==> src/rtl/cpu_lite_pkg.sv <==
// Constants and types shared by the cpu_lite core and its program-load/run sequencer.
package cpu_lite_pkg;
    localparam int ADD_WIDTH = 4;
    localparam int INSTR_W   = 8;

    typedef enum logic [2:0] {IDLE, LOAD, SETTLE, RUN, CAPTURE} ctrl_state_t;
endpackage

==> src/rtl/run_timer.sv <==
// Loadable down-counter that times the CPU RUN phase; done flags the final run cycle.
module run_timer #(
    parameter int RUN_W = 16
) (
    input  logic             clk,
    input  logic             rst,
    input  logic             load,
    input  logic             en,
    input  logic [RUN_W-1:0] load_val,
    output logic             done
);
    logic [RUN_W-1:0] cnt;

    always_ff @(posedge clk) begin
        if (!rst) begin
            cnt <= '0;
        end else if (load) begin
            cnt <= load_val;
        end else if (en && (cnt != '0)) begin
            cnt <= cnt - 1'b1;
        end
    end

    // cnt holds the number of run cycles left including the current one
    assign done = (cnt == RUN_W'(1));
endmodule

==> src/rtl/pm_load_run_ctrl.sv <==
// Loads a host byte stream into cpu_lite program memory, runs the CPU for a set
// number of cycles, then captures alu_result.
module pm_load_run_ctrl #(
    parameter int ADD_WIDTH = cpu_lite_pkg::ADD_WIDTH,
    parameter int INSTR_W   = cpu_lite_pkg::INSTR_W,
    parameter int RUN_W     = 16
) (
    input  logic                 clk,
    input  logic                 rst,
    input  logic                 start,
    input  logic                 abort,
    input  logic [ADD_WIDTH:0]   prog_len,
    input  logic [RUN_W-1:0]     run_len,
    input  logic                 s_valid,
    output logic                 s_ready,
    input  logic [INSTR_W-1:0]   s_instr,
    output logic                 pmWrEn,
    output logic [ADD_WIDTH-1:0] pm_addr,
    output logic [INSTR_W-1:0]   instructionIn,
    output logic                 cpu_run,
    input  logic [7:0]           alu_result,
    output logic [7:0]           result,
    output logic                 result_valid,
    output logic                 busy,
    output logic                 err
);
    import cpu_lite_pkg::*;

    localparam logic [ADD_WIDTH:0] DEPTH = {1'b1, {ADD_WIDTH{1'b0}}};

    ctrl_state_t        state, state_nxt;
    logic [ADD_WIDTH:0] len_q, wr_cnt, wr_cnt_nxt;
    logic [RUN_W-1:0]   run_len_q;
    logic               len_ok, start_ok, start_bad, beat, timer_done;

    assign len_ok     = (prog_len != '0) && (prog_len <= DEPTH);
    assign start_ok   = (state == IDLE) && start && !abort && len_ok;
    assign start_bad  = (state == IDLE) && start && !abort && !len_ok;
    assign beat       = (state == LOAD) && !abort && s_valid && s_ready;
    assign wr_cnt_nxt = beat ? wr_cnt + 1'b1 : wr_cnt;

    assign busy    = (state != IDLE);
    assign cpu_run = (state == RUN);

    always_ff @(posedge clk) begin
        if (!rst) begin
            state <= IDLE;
        end else begin
            state <= state_nxt;
        end
    end

    always_comb begin
        state_nxt = state;
        if (abort && (state != IDLE)) begin
            state_nxt = IDLE;
        end else begin
            case (state)
                IDLE:    if (start_ok) state_nxt = LOAD;
                LOAD:    if (wr_cnt == len_q) state_nxt = SETTLE;
                SETTLE:  state_nxt = (run_len_q == '0) ? CAPTURE : RUN;
                RUN:     if (timer_done) state_nxt = CAPTURE;
                CAPTURE: state_nxt = IDLE;
                default: state_nxt = IDLE;
            endcase
        end
    end

    always_ff @(posedge clk) begin
        if (!rst) begin
            len_q         <= '0;
            run_len_q     <= '0;
            wr_cnt        <= '0;
            s_ready       <= 1'b0;
            pmWrEn        <= 1'b0;
            pm_addr       <= '0;
            instructionIn <= '0;
            result        <= '0;
            result_valid  <= 1'b0;
            err           <= 1'b0;
        end else begin
            err          <= start_bad;
            pmWrEn       <= beat;
            result_valid <= (state == CAPTURE) && !abort;
            if (state == CAPTURE && !abort) begin
                result <= alu_result;
            end
            if (start_ok) begin
                len_q     <= prog_len;
                run_len_q <= run_len;
                wr_cnt    <= '0;
            end else begin
                wr_cnt <= wr_cnt_nxt;
            end
            if (beat) begin
                pm_addr       <= wr_cnt[ADD_WIDTH-1:0];
                instructionIn <= s_instr;
            end
            // ready looks one beat ahead so it drops with the last write
            case (state)
                IDLE:    s_ready <= start_ok;
                LOAD:    s_ready <= !abort && (wr_cnt_nxt < len_q);
                default: s_ready <= 1'b0;
            endcase
        end
    end

    run_timer #(.RUN_W(RUN_W)) u_run_timer (
        .clk      (clk),
        .rst      (rst),
        .load     (state == SETTLE),
        .en       (state == RUN),
        .load_val (run_len_q),
        .done     (timer_done)
    );
endmodule
==> config.mk <==
export PLATFORM = sky130hd
export DESIGN_NAME = pm_load_run_ctrl
export DESIGN_NICKNAME = d
export VERILOG_FILES = /design/src/rtl/cpu_lite_pkg.sv /design/src/rtl/run_timer.sv /design/src/rtl/pm_load_run_ctrl.sv
export SDC_FILE = /design/constraint.sdc
export NUM_CORES = 1
export LEC_CHECK = 0
export CAP_MARGIN = 20
export CORE_UTILIZATION = 55
export CTS_BUF_LIST = sky130_fd_sc_hd__clkbuf_16
export DETAILED_ROUTE_END_ITERATION = 16
export MAX_ROUTING_LAYER = met4
export PLACE_DENSITY_LB_ADDON = 0.12
export REMOVE_ABC_BUFFERS = 1
export SYNTH_ARGS = -nofsm -noshare
export SYNTH_HDL_FRONTEND = slang
export SYNTH_HIERARCHICAL = 1
export SYNTH_SLANG_ARGS = --single-unit
==> constraint.sdc <==
create_clock -name clk -period 5.7 [get_ports clk]
set_clock_uncertainty 0.05 [all_clocks]
set_input_delay 1.71 -clock clk [delete_from_list [all_inputs] [get_ports clk]]
set_output_delay 1.71 -clock clk [all_outputs]
set_load 0.02 [all_outputs]
==> metrics <==
status complete, no violations; EDFF count, synth 0; Routed WL approximately 8000 um; drt pass-1 iters 5; endpoint class of the critical path flop; hold_buf cts 0; Fin Hold WS between 300 and 400 ps; Via density 5.74; initial antenna violation count 0; CTS Buffer Depth 2; CTS tree done; Final Slew Violations 0; post-CTS setup buffer count 0; Fillers 453; synthesized cell area 0.00338 mm^2; Post-Synth Simple-Gate Area roughly a quarter; ys flop type dfxtp_1; Synth warnings 6; Die X 80.4 um; GRT Util Overall 27.5%; largest net degree at the start of global routing 47; CTS root buffer clkbuf_16; wire length per cell 15.0 um; clk_lat worst skew between 300 and 400 ps; Synth Area in XOR/XNOR under 10%; GRT overflow 0; clock sinks 69; post-synthesis sequential area ratio 40.8%; Synth area leaders dfxtp_1 (41%), nand2_1 (10%), mux2i_1 (6.8%); Core Area a little under 0.006 mm^2; mux contribution to synthesized area 7.14%; Layout area overhead 30.3%; num rows 28; post-route ant nets 0; slew of the pin with the lowest slew margin ~1000 ps; Highest Clock Rate 227 MHz; layout net count 506; die area roughly 0.0065 mm^2; Req. time, crit path approximately 5900 ps; LEAKAGE roughly 0.0016 uW; H-tree levels 3; layout cells sized above 1 around 6%; first-pass GRT wire length 13100 um; io pins 68; cells after synthesis ~400; Residual DRC 0; cts repair resizes 0; vias in the first global route roughly 2800; Synth Area in Compound Gates 15.4%; worst-path maximum fanout 14; Initial Util a little under three fifths; Synth top area share 40.8%; distinct cell type count after synthesis 53; Yosys reg bits slightly below 70; fin crit share a little under 80%; CP Data Arrival Time ~4600 ps; VDD IR max 231 uV; Die Height between 80 and 90 um; FFs w/ async S/R, synth 0%; WS Path Type input port to flop; Setup crit start kind input port; largest family of logic cells by synthesized area simple AND/OR/NAND/NOR gates; CTS Buf Count 9; Port-buffer cells 67; unrepaired setup endpoints after global routing no; routed vias approximately 3000; minimum clock period 4400 ps; GPL Wtd Cong about 0.80; Initial DRC Count around 200; Slew headroom 30.8%; max-cap violation count 0; post-synthesis adder-cell area fraction about 2.6%; Antenna Cells 0; Mapped Avg Cell Area 8.52 um^2; post-synth top area cell dfxtp_1; PD cells between 300 and 400 mW/mm^2; final setup vio count 0; Clock transition at path regs about 50 ps; final-report hold violation count 0; Hold WC Path Type flop to flop; HPWL Detailed roughly 5500 um; final setup TNS 0 ps
-- cell usage in the layout, fill, tap and decap left out, types with 3 or more instances in the layout --
| master | count |
|---|---|
| a211oi_1 | 3 |
| a21boi_0 | 9 |
| a21boi_1 | 11 |
| a21oi_1 | 9 |
| a31oi_1 | 6 |
| and3_1 | 5 |
| bufinv_16 | 3 |
| clkbuf_16 | 9 |
| clkdlybuf4s50_1 | 66 |
| dfxtp_1 | 69 |
| ha_1 | 7 |
| inv_1 | 15 |
| mux2i_1 | 23 |
| nand2_1 | 91 |
| nand2b_1 | 5 |
| nand3_1 | 7 |
| nand4_1 | 6 |
| nor2_1 | 10 |
| nor2b_1 | 5 |
| nor3_1 | 3 |
| nor3b_1 | 5 |
| nor4_1 | 11 |
| nor4b_1 | 3 |
| o21ai_0 | 18 |
| o31ai_1 | 5 |
| or3_1 | 3 |
| or4_1 | 5 |
| xnor2_1 | 5 |
| xor2_1 | 7 |
-- state kept, by name (all words and copies together), names as in the netlist --
signal           flops
len_q                5
err                  1
state                3
u_run_timer/cnt     16
s_ready              1
pm_addr              4
run_len_q           16
wr_cnt               5
instructionIn        8
pmWrEn               1
result_valid         1
result               8
-- power by group --
part	leakage, uW	internal, uW	switching [uW]	total (uW)
sequential	0.000559	500	20.9	521
clock	0.000168	425	208	634
combinational	0.000857	81.1	97.0	178
total	0.00158	1010	326	1330
-- routing by layer --
layer | routed length, um | track usage [%] | vias up
li1 | - | - | 1533
met1 | 3640 | 33.8 | 1432
met2 | 3840 | 44.2 | 103
met3 | 442 | 5.91 | 12
met4 | 129 | 10.7 | 0
met5 | 0 | - | -
-- synthesized netlist by cell type (2+ instances only) --
cell	n
a211oi_1	3
a21boi_0	9
a21boi_1	11
a21o_1	2
a21oi_1	9
a2bb2oi_1	2
a31oi_1	6
and2_1	2
and3_1	5
and4_1	2
buf_2	2
buf_4	3
clkbuf_1	14
dfxtp_1	69
ha_1	7
inv_1	14
mux2i_1	23
nand2_1	91
nand2b_1	5
nand3_1	7
nand4_1	6
nor2_1	10
nor2b_1	5
nor3_1	3
nor3_2	3
nor3b_1	5
nor4_1	11
nor4b_1	3
o2111ai_1	2
o21ai_0	18
o31a_1	2
o31ai_1	5
or3_1	3
or4_1	5
or4b_4	2
xnor2_1	5
xor2_1	7
-- cell type report --
class | instances | area (um^2) | area share [%]
Clock inverter | 7 | 115 | 2.61
Sequential cell | 69 | 1380 | 31.3
Inverter | 14 | 52.6 | 1.19
Clock buffer | 9 | 225 | 5.11
Multi-Input combinational cell | 294 | 1860 | 42.2
Timing Repair Buffer | 69 | 681 | 15.4
Tap cell | 75 | 93.8 | 2.13
-- logic make-up after synthesis --
| group | count (synthesis) |
|---|---|
| simple gates | 174 |
| xor+xnor | 12 |
| fa+ha+maj | 7 |
| flops | 69 |
| compound gates | 77 |
| buf+inv | 34 |
| mux | 24 |
-- critical path, stage by stage --
cell             delay, ps
clkdlybuf4s50_1        510
or4b_4                 580
nor2_4                 330
mux2_1                 380
ha_1                   190
a21o_1                 180
a21o_1                 190
a2111o_1               410
o22ai_1                110
-- metrics by stage --
step / area (um^2) / total power (uW) / util, % / setup slack [ps] / std cells
after floorplan: 3290 / 630 / - / 1760 / 377
after global placement: 4070 / 699 / 68.7 / 1070 / 521
after detailed placement: 4070 / 703 / 68.7 / 1040 / 521
after CTS: 4410 / 1340 / 74.5 / 1310 / 537
after global routing: 4410 / 1380 / 74.5 / 1160 / 537
final: 4410 / 1330 / 74.5 / 1300 / 537
-- final timing paths --
check | start | end | slack [ps] | depth (start not counted)
worst max-delay path | abort | s_ready | 1300 | 9
worst min-delay path | instructionIn[6] | instructionIn[6] | 400 | 2
worst max register to register | state[0] | s_ready | 2720 | 8
worst min register to register | instructionIn[6] | instructionIn[6] | 400 | 2
No activity file was read; power rests on OpenSTA's default activity.
